--- config.mk ---
export PLATFORM = sky130hd
export DESIGN_NAME = decode_cycle
export DESIGN_NICKNAME = d
export VERILOG_FILES = /design/src/rtl/decode_cycle.sv
export SDC_FILE = /design/constraint.sdc
export NUM_CORES = 2
export LEC_CHECK = 0
export CAP_MARGIN = 0
export CELL_PAD_IN_SITES_DETAIL_PLACEMENT = 1
export CELL_PAD_IN_SITES_GLOBAL_PLACEMENT = 2
export CORE_UTILIZATION = 45
export CTS_CLUSTER_DIAMETER = 200
export DETAILED_ROUTE_END_ITERATION = 10
export GPL_TIMING_DRIVEN = 1
export MAX_ROUTING_LAYER = met4
export PLACE_DENSITY_LB_ADDON = 0.1
export SLEW_MARGIN = 20
export SYNTH_ARGS = -nofsm -noshare
export SYNTH_HDL_FRONTEND = slang
export SYNTH_SLANG_ARGS = --single-unit
--- constraint.sdc ---
create_clock -name clk -period 3.19 [get_ports clk]
set_clock_uncertainty 0.15 [all_clocks]
set_input_delay 0.319 -clock clk [delete_from_list [all_inputs] [get_ports clk]]
set_output_delay 0.319 -clock clk [all_outputs]
set_load 0.01 [all_outputs]
--- src/rtl/decode_cycle.sv ---
// decode_cycle: RV32I decode stage. Main/ALU decode, immediate extension, a
// register file with writeback bypass, and the ID/EX pipeline register.
module decode_cycle #(
  parameter int XLEN = 32,
  parameter int NREG = 32
) (
  input  logic            clk,
  input  logic            rst,
  input  logic [31:0]     InstrD,
  input  logic [XLEN-1:0] PCD,
  input  logic [XLEN-1:0] PCPlus4D,
  input  logic            RegWriteW,
  input  logic [4:0]      RDW,
  input  logic [XLEN-1:0] ResultW,
  input  logic            FlushE,
  output logic            RegWriteE,
  output logic [1:0]      ResultSrcE,
  output logic            MemWriteE,
  output logic            JumpE,
  output logic            BranchE,
  output logic            ALUSrcE,
  output logic [2:0]      ALUControlE,
  output logic [XLEN-1:0] RD1E,
  output logic [XLEN-1:0] RD2E,
  output logic [XLEN-1:0] ImmExtE,
  output logic [4:0]      Rs1E,
  output logic [4:0]      Rs2E,
  output logic [4:0]      RdE,
  output logic [XLEN-1:0] PCE,
  output logic [XLEN-1:0] PCPlus4E
);

  localparam logic [6:0] OP_LW  = 7'b0000011;
  localparam logic [6:0] OP_SW  = 7'b0100011;
  localparam logic [6:0] OP_R   = 7'b0110011;
  localparam logic [6:0] OP_I   = 7'b0010011;
  localparam logic [6:0] OP_BEQ = 7'b1100011;
  localparam logic [6:0] OP_JAL = 7'b1101111;

  localparam logic [2:0] ALU_ADD = 3'b000;
  localparam logic [2:0] ALU_SUB = 3'b001;
  localparam logic [2:0] ALU_AND = 3'b010;
  localparam logic [2:0] ALU_OR  = 3'b011;
  localparam logic [2:0] ALU_SLT = 3'b101;

  logic [6:0]      w_opcode;
  logic [2:0]      w_funct3;
  logic [4:0]      w_rs1;
  logic [4:0]      w_rs2;
  logic [4:0]      w_rd;

  logic            w_reg_write;
  logic [1:0]      w_imm_src;
  logic            w_alu_src;
  logic            w_mem_write;
  logic [1:0]      w_result_src;
  logic            w_branch;
  logic [1:0]      w_alu_op;
  logic            w_jump;
  logic [2:0]      w_alu_ctrl;
  logic [XLEN-1:0] w_imm_ext;

  logic            w_wb_hit;
  logic [XLEN-1:0] w_rd1;
  logic [XLEN-1:0] w_rd2;

  logic [XLEN-1:0] r_rf [NREG];

  logic            r_reg_write;
  logic [1:0]      r_result_src;
  logic            r_mem_write;
  logic            r_jump;
  logic            r_branch;
  logic            r_alu_src;
  logic [2:0]      r_alu_ctrl;
  logic [XLEN-1:0] r_rd1;
  logic [XLEN-1:0] r_rd2;
  logic [XLEN-1:0] r_imm_ext;
  logic [4:0]      r_rs1;
  logic [4:0]      r_rs2;
  logic [4:0]      r_rd;
  logic [XLEN-1:0] r_pc;
  logic [XLEN-1:0] r_pc_plus4;

  assign w_opcode = InstrD[6:0];
  assign w_rd     = InstrD[11:7];
  assign w_funct3 = InstrD[14:12];
  assign w_rs1    = InstrD[19:15];
  assign w_rs2    = InstrD[24:20];

  // Unlisted opcodes fall through to all-zero controls, i.e. a bubble.
  always_comb begin
    w_reg_write  = 1'b0;
    w_imm_src    = 2'b00;
    w_alu_src    = 1'b0;
    w_mem_write  = 1'b0;
    w_result_src = 2'b00;
    w_branch     = 1'b0;
    w_alu_op     = 2'b00;
    w_jump       = 1'b0;
    case (w_opcode)
      OP_LW: begin
        w_reg_write  = 1'b1;
        w_alu_src    = 1'b1;
        w_result_src = 2'b01;
      end
      OP_SW: begin
        w_imm_src   = 2'b01;
        w_alu_src   = 1'b1;
        w_mem_write = 1'b1;
      end
      OP_R: begin
        w_reg_write = 1'b1;
        w_alu_op    = 2'b10;
      end
      OP_I: begin
        w_reg_write = 1'b1;
        w_alu_src   = 1'b1;
        w_alu_op    = 2'b10;
      end
      OP_BEQ: begin
        w_imm_src = 2'b10;
        w_branch  = 1'b1;
        w_alu_op  = 2'b01;
      end
      OP_JAL: begin
        w_reg_write  = 1'b1;
        w_imm_src    = 2'b11;
        w_result_src = 2'b10;
        w_jump       = 1'b1;
      end
      default: ;
    endcase
  end

  // funct7[5] only selects sub for register-register ops; addi ignores it.
  always_comb begin
    w_alu_ctrl = ALU_ADD;
    case (w_alu_op)
      2'b01: w_alu_ctrl = ALU_SUB;
      2'b10: begin
        case (w_funct3)
          3'b000:  w_alu_ctrl = (w_opcode[5] & InstrD[30]) ? ALU_SUB : ALU_ADD;
          3'b010:  w_alu_ctrl = ALU_SLT;
          3'b110:  w_alu_ctrl = ALU_OR;
          3'b111:  w_alu_ctrl = ALU_AND;
          default: w_alu_ctrl = ALU_ADD;
        endcase
      end
      default: ;
    endcase
  end

  always_comb begin
    w_imm_ext = '0;
    case (w_imm_src)
      2'b00: w_imm_ext = {{(XLEN-12){InstrD[31]}}, InstrD[31:20]};
      2'b01: w_imm_ext = {{(XLEN-12){InstrD[31]}}, InstrD[31:25], InstrD[11:7]};
      2'b10: w_imm_ext = {{(XLEN-13){InstrD[31]}}, InstrD[31], InstrD[7],
                          InstrD[30:25], InstrD[11:8], 1'b0};
      2'b11: w_imm_ext = {{(XLEN-21){InstrD[31]}}, InstrD[31], InstrD[19:12],
                          InstrD[20], InstrD[30:21], 1'b0};
      default: ;
    endcase
  end

  always_ff @(posedge clk or negedge rst) begin
    if (!rst) begin
      for (int i = 0; i < NREG; i++) r_rf[i] <= '0;
    end else if (w_wb_hit) begin
      r_rf[RDW] <= ResultW;
    end
  end

  // Writeback in the same cycle is forwarded so decode never sees stale data.
  assign w_wb_hit = RegWriteW && (RDW != 5'd0);
  assign w_rd1 = (w_rs1 == 5'd0) ? '0 :
                 (w_wb_hit && (RDW == w_rs1)) ? ResultW : r_rf[w_rs1];
  assign w_rd2 = (w_rs2 == 5'd0) ? '0 :
                 (w_wb_hit && (RDW == w_rs2)) ? ResultW : r_rf[w_rs2];

  always_ff @(posedge clk or negedge rst) begin
    if (!rst) begin
      r_reg_write  <= 1'b0;
      r_result_src <= 2'b00;
      r_mem_write  <= 1'b0;
      r_jump       <= 1'b0;
      r_branch     <= 1'b0;
      r_alu_src    <= 1'b0;
      r_alu_ctrl   <= 3'b000;
      r_rd1        <= '0;
      r_rd2        <= '0;
      r_imm_ext    <= '0;
      r_rs1        <= 5'd0;
      r_rs2        <= 5'd0;
      r_rd         <= 5'd0;
      r_pc         <= '0;
      r_pc_plus4   <= '0;
    end else if (FlushE) begin
      r_reg_write  <= 1'b0;
      r_result_src <= 2'b00;
      r_mem_write  <= 1'b0;
      r_jump       <= 1'b0;
      r_branch     <= 1'b0;
      r_alu_src    <= 1'b0;
      r_alu_ctrl   <= 3'b000;
      r_rd1        <= '0;
      r_rd2        <= '0;
      r_imm_ext    <= '0;
      r_rs1        <= 5'd0;
      r_rs2        <= 5'd0;
      r_rd         <= 5'd0;
      r_pc         <= '0;
      r_pc_plus4   <= '0;
    end else begin
      r_reg_write  <= w_reg_write;
      r_result_src <= w_result_src;
      r_mem_write  <= w_mem_write;
      r_jump       <= w_jump;
      r_branch     <= w_branch;
      r_alu_src    <= w_alu_src;
      r_alu_ctrl   <= w_alu_ctrl;
      r_rd1        <= w_rd1;
      r_rd2        <= w_rd2;
      r_imm_ext    <= w_imm_ext;
      r_rs1        <= w_rs1;
      r_rs2        <= w_rs2;
      r_rd         <= w_rd;
      r_pc         <= PCD;
      r_pc_plus4   <= PCPlus4D;
    end
  end

  assign RegWriteE   = r_reg_write;
  assign ResultSrcE  = r_result_src;
  assign MemWriteE   = r_mem_write;
  assign JumpE       = r_jump;
  assign BranchE     = r_branch;
  assign ALUSrcE     = r_alu_src;
  assign ALUControlE = r_alu_ctrl;
  assign RD1E        = r_rd1;
  assign RD2E        = r_rd2;
  assign ImmExtE     = r_imm_ext;
  assign Rs1E        = r_rs1;
  assign Rs2E        = r_rs2;
  assign RdE         = r_rd;
  assign PCE         = r_pc;
  assign PCPlus4E    = r_pc_plus4;

endmodule

# ---- Word-level counts from Yosys, hierarchy flattened
# Index checks and enable logic that the tools add are counted.
dict set report op_classes {
  n_reduce_logical 12
  n_mux 40
  n_eq_ne 16
  magnitude_cmp 4
  n_bitwise 4
}
# operator n
set ops {}
lappend ops {{1024-bit bitwise mux} 1}
lappend ops {{32-bit 2-to-1 mux} 14}
lappend ops {{32-bit binary-select mux with 5-bit select} 2}
lappend ops {{32-bit demux with 5-bit select} 1}
lappend ops {{32-bit case mux with 4 select lines} 1}
lappend ops {{6-bit >= comparator (second input constant)} 3}
lappend ops {{5-bit NOT with 6-bit output} 3}
lappend ops {{5-bit 2-to-1 mux} 3}
lappend ops {{7-bit by 6-bit == test with 1-bit output (second input constant)} 2}
lappend ops {{7-bit == test (second input constant)} 2}
lappend ops {{3-bit case mux with 4 select lines} 1}
lappend ops {{1-bit 2-to-1 mux} 11}
lappend ops {{5-bit == test} 2}
lappend ops {{5-bit zero test} 2}
lappend ops {{2-bit case mux with 2 select lines} 2}
lappend ops {{7-bit by 2-bit == test with 1-bit output (second input constant)} 1}
lappend ops {{7-bit by 5-bit == test with 1-bit output (second input constant)} 1}
lappend ops {{2-bit == test (second input constant)} 3}
lappend ops {{3-bit == test (second input constant)} 2}
lappend ops {{6-bit by 1-bit less-than comparator with 1-bit output (second input constant)} 1}
lappend ops {{2-bit case mux with 3 select lines} 1}
lappend ops {{3-bit case mux with 2 select lines} 1}
lappend ops {{5-bit nonzero test} 1}
lappend ops {{2-bit by 1-bit == test with 1-bit output (second input constant)} 2}
lappend ops {{10 further kinds} 13}
dict set report word_totals {
  ff_bits 1209
  out_inout_bits 185
  input_bits 137
  wordCells 123
}

# ---- Logic depth before layout (Yosys ltp)
dict set report depth {
  ltp_word 7
  ltp_mapped 10
  depth_no_buf 8
}

# ---- Least setup slack after synthesis
# OpenSTA, ideal clock, no wires.
dict set report synth_timing {
  kind {input port to flip-flop}
  from {in InstrD[15]}
  to {reg r_rd1[12] (netlist: RD1E[12])}
  path_stages 7
  setup_time_ns 0.124
  setup_slack_ns 1.099
  required_time_ns 2.916
  path_buffers 3
  arrival_time_ns 1.817
  cell_sequence {buf_4 -> buf_6 -> buf_2 -> mux4_2 -> a22oi_1 -> a21oi_1 -> a211o_1}
}
dict set report synth_between {
  elab_chain_len 7
  word_cells_on_any_way 10
  cone_classes {eq/ne: 1; mux: 6; bitwise: 1; reduce/logical: 2}
}
# item line
set synth_lines {}
lappend synth_lines {{from (decl)} 9} ;# input logic [31:0] InstrD,
lappend synth_lines {{5-bit NOT with 6-bit output (not written as such)} 178} ;# (w_wb_hit && (RDW == w_rs1)) ? ResultW : r_rf[w_rs1];
lappend synth_lines {{32-bit binary-select mux with 5-bit select} 178}
lappend synth_lines {{32-bit 2-to-1 mux (not written as such) (2 in a row)} 178}
lappend synth_lines {{32-bit 2-to-1 mux} 178}
lappend synth_lines {{32-bit 2-to-1 mux *} 177} ;# assign w_rd1 = (w_rs1 == 5'd0) ? '0 :
lappend synth_lines {{32-bit 2-to-1 mux *} 199} ;# end else if (FlushE) begin
lappend synth_lines {{to (signal assigned)} 223} ;# r_rd1 <= w_rd1;
lappend synth_lines {{to (decl)} 76} ;# logic [XLEN-1:0] r_rd1;
# Every way passes the cells marked *; elsewhere a longest branch is shown, timed or not. The select of a mux whose other input is x is not followed.
# A chain may end at the register's enable or synchronous reset.

# ---- Worst setup path in the final report
dict set report layout_timing {
  from {in InstrD[19]}
  to {reg r_rd1[20] (netlist: RD1E[20])}
}
# The elaborated chain is that of the path after synthesis.

==> summary.txt <==
measured slew at the worst slew-check pin: 1220 ps
portion of netlist area occupied by mux cells: 38.3%
Compound-Gate Fraction of Synth Area: 5.78%
final hold violation count: 0
Initial Util: 45.3%
Seq pwr share: 44.1%
Cell Area, Synth: 0.0604 mm2
DR DRC count: 0
row count: 134
CP bufs+invs: 4
fin util: 54.5%
met3 Track Usage GR: 5.04%
internal power: 0.0327 W
worst-skew pair later-pin latency: 790 ps
clock sink total: 1198
crit path cell chain: dlygate4sd3_1 -> buf_2 -> xnor2_1 -> o2111ai_1 -> buf_4 -> nor4_4 -> buf_4 -> a211o_1
first-pass GRT wire length: 314000 um
Clk pwr share: 36.9%
outcome: complete, no violations
met1 Use GR: 45.2%
drt pass-1 iters: 5
Startpoint Class: input pin
register bit total from synthesis: 1198
Synth Area in XOR/XNOR: 0.145%
crit path DAT: 3310 ps
Worst VDD drop: 480 uV
CTS buffer count: 140
Layout area overhead: 20.2%
starting DRC count in detailed routing: 3229
largest family of logic cells by synthesized area: multiplexers
drt via density: 6.36
post-synthesis adder-cell area fraction: 0.0414%
Sw Pwr: 0.0121 W
met2 usage: 50.9%
clk slew on worst S/H paths: 60 ps
fin. max-slew vios: 0
crit path time final: 2750 ps
Leakage Power: 31.7 nW
Routed Antenna Nets: 0
flop-to-flop setup slack: 1260 ps
Tightest Hold Check Type: in -> reg
Core ar.: 0.133 mm2
Async SR Flop Fraction: 100%
CP required: 3750 ps
Top FF cell, synth: dfrtp_1
Cell Area, Placed: 0.0670 mm2
die area: 0.136 mm2
average size of a mapped cell: 14.8 um2
Largest stage delay, worst path: 900 ps
commonest non-fill, non-tap cell in the layout: dfrtp_1
largest net degree at the start of global routing: 95
deepest clock path buffer count: 3
Synth Net Count: 4216
vias in the first global route: 42900
gr usage total: 33.0%
gr busiest metal: met2
Comb power frac: 19.0%
CP top delay family: buffers and inverters
IO buf count: 321
P per Cell Area: 618 mW/mm2
most frequent cells in the layout: 1198 x dfrtp_1, 1006 x mux2_2, 414 x mux4_2
crit path max-delay cell type: nor4_4
routed vias: 40200
sw frac: 27.0%
EDFF count, synth: 0
# H-tree levels: 4
Clock Root Buffer: clkbuf_16
GPL Wtd Cong: 0.816
hpwl dp: 132000 um
fmax: 0.364 GHz
Post-Synth Simple-Gate Area: 2.26%
proportion of layout cells with a drive suffix above 1: 43.6%
CTS tree: yes
final wirelength: 214000 um
initial antenna violation count: 6
Finished Cell Area: 0.0726 mm2
Top Ports: 322
setup bufs post-CTS: 0
Seq/Total Area, Yosys: 49.6%
drt wl/cell: 33.8 um
CP Capture Type: flop
relative slew slack: 18.4%
total gr overflow: 0
critical path class: in -> reg
post-synth cell types: 55
hold_ws: 17.0 ps
critical-path maximum fanout: 17
final-report setup violation count: 0
post-route clock period utilization: 86.1%
unrepaired setup endpoints after global routing: no
max_cap viols: 0
nets: 4582
Cells after Synth: 4077
Die Ht: 368 um
critical path's most frequent cell: buf_4
Die Wd: 368 um
yosys warns: 0
cell families (layout without fill, tap and decap cells):
family	count (synthesis)	count (layout)
AO/OA/AOI/OAI	469	469
XOR/XNOR	10	10
adder cells (fa/ha/maj)	2	2
buffers and inverters	462	935
flip-flops	1198	1198
multiplexers	1670	1670
other	0	5
AND/OR/NAND/NOR	266	266
cell usage after synthesis, types with 4 or more instances:
master | instances | area (um2)
dfrtp_1 | 1198 | 30000
o221a_1 | 6 | 67.6
a221oi_1 | 73 | 639
buf_4 | 56 | 420
nand2b_1 | 6 | 37.5
o2111ai_1 | 18 | 158
xor2_1 | 5 | 43.8
o21ai_0 | 9 | 45.0
o21bai_1 | 32 | 240
a22o_1 | 16 | 140
inv_1 | 4 | 15.0
o22a_1 | 9 | 78.8
mux2i_1 | 242 | 2420
clkbuf_1 | 203 | 762
nor3b_1 | 4 | 30.0
a31oi_1 | 11 | 68.8
o22ai_1 | 24 | 150
nand3_1 | 12 | 60.1
a21oi_1 | 75 | 375
mux2_1 | 8 | 90.1
mux4_2 | 414 | 9320
nor2_2 | 5 | 31.3
buf_6 | 29 | 327
o211ai_1 | 17 | 128
nor2_1 | 32 | 120
a211o_1 | 32 | 280
nand3b_1 | 4 | 30.0
buf_2 | 102 | 510
buf_1 | 63 | 236
mux2_2 | 1006 | 11300
nor3_1 | 11 | 55.1
a2111oi_0 | 16 | 140
nor2b_1 | 90 | 563
nand2_1 | 87 | 327
a22oi_1 | 125 | 938
xnor2_1 | 5 | 43.8
area by class of cell:
type | count | area (um2)
Clock inverter | 28 | 226
Tap cell | 1768 | 2210
Inverter | 6 | 27.5
Sequential cell | 1198 | 30000
Antenna cell | 5 | 12.5
Fill cell | 12500 | 60700
Multi-Input combinational cell | 2417 | 28400
Timing Repair Buffer | 680 | 7180
Clock buffer | 221 | 4540
state kept, by name (all words and copies together), names as in the netlist, 2 cells and up:
register	cells
Rs2E	5
PCPlus4E	32
PCE	32
ImmExtE	21
r_rf	1024
RdE	5
Rs1E	5
RD2E	32
ResultSrcE	2
RD1E	32
ALUControlE	3
path summary, 6_finish.rpt:
path / startpoint / end / cells after the start
setup / recovery: InstrD[19] / RD1E[20]$_DFF_PN0_ / 8
hold / removal: ResultW[8] / RD2E[8]$_DFF_PN0_ / 2
setup reg to reg: r_rf[649]$_DFFE_PN0P_ / RD2E[9]$_DFF_PN0_ / 4
hold reg to reg: r_rf[998]$_DFFE_PN0P_ / r_rf[998]$_DFFE_PN0P_ / 0
max in group asynchronous: rst / r_rf[179]$_DFFE_PN0P_ / 3
min in group asynchronous: rst / r_rf[415]$_DFFE_PN0P_ / 2
timing repair:
item | in CTS | in global routing
gates resized for setup | 0 | 0
setup endpoints to repair | 0 | 0
hold buffers | 86 | 0
hold endpoints to repair | 568 | 0
metrics by stage:
stage                     instances  TNS (ps)  setup slack [ps]  total power, W
after floorplan                4077         0              1100          0.0252
after global placement         5982     -1580              -104          0.0280
after detailed placement       5982     -1620              -120          0.0284
after CTS                      6317         0               561          0.0452
after global routing           6320         0               467          0.0467
final                          6323         0               442          0.0448
power groups by stage:
stage	Combinational (W)	Sequential (W)	Clock [W]
after floorplan	0.00584	0.0193	0
after global placement	0.00822	0.0198	0
final	0.00851	0.0198	0.0165
after CTS	0.00856	0.0197	0.0169
after global routing	0.00911	0.0201	0.0174
after detailed placement	0.00842	0.0200	0
routing by layer:
layer	share of wire, %	up-vias	wire length [um]
met5	0	-	0
met4	2.9	0	6180
met3	5.7	350	12100
met2	48	1344	102000
met1	44	22200	93400
li1	-	16400	-
No activity file was read; power rests on OpenSTA's default activity.
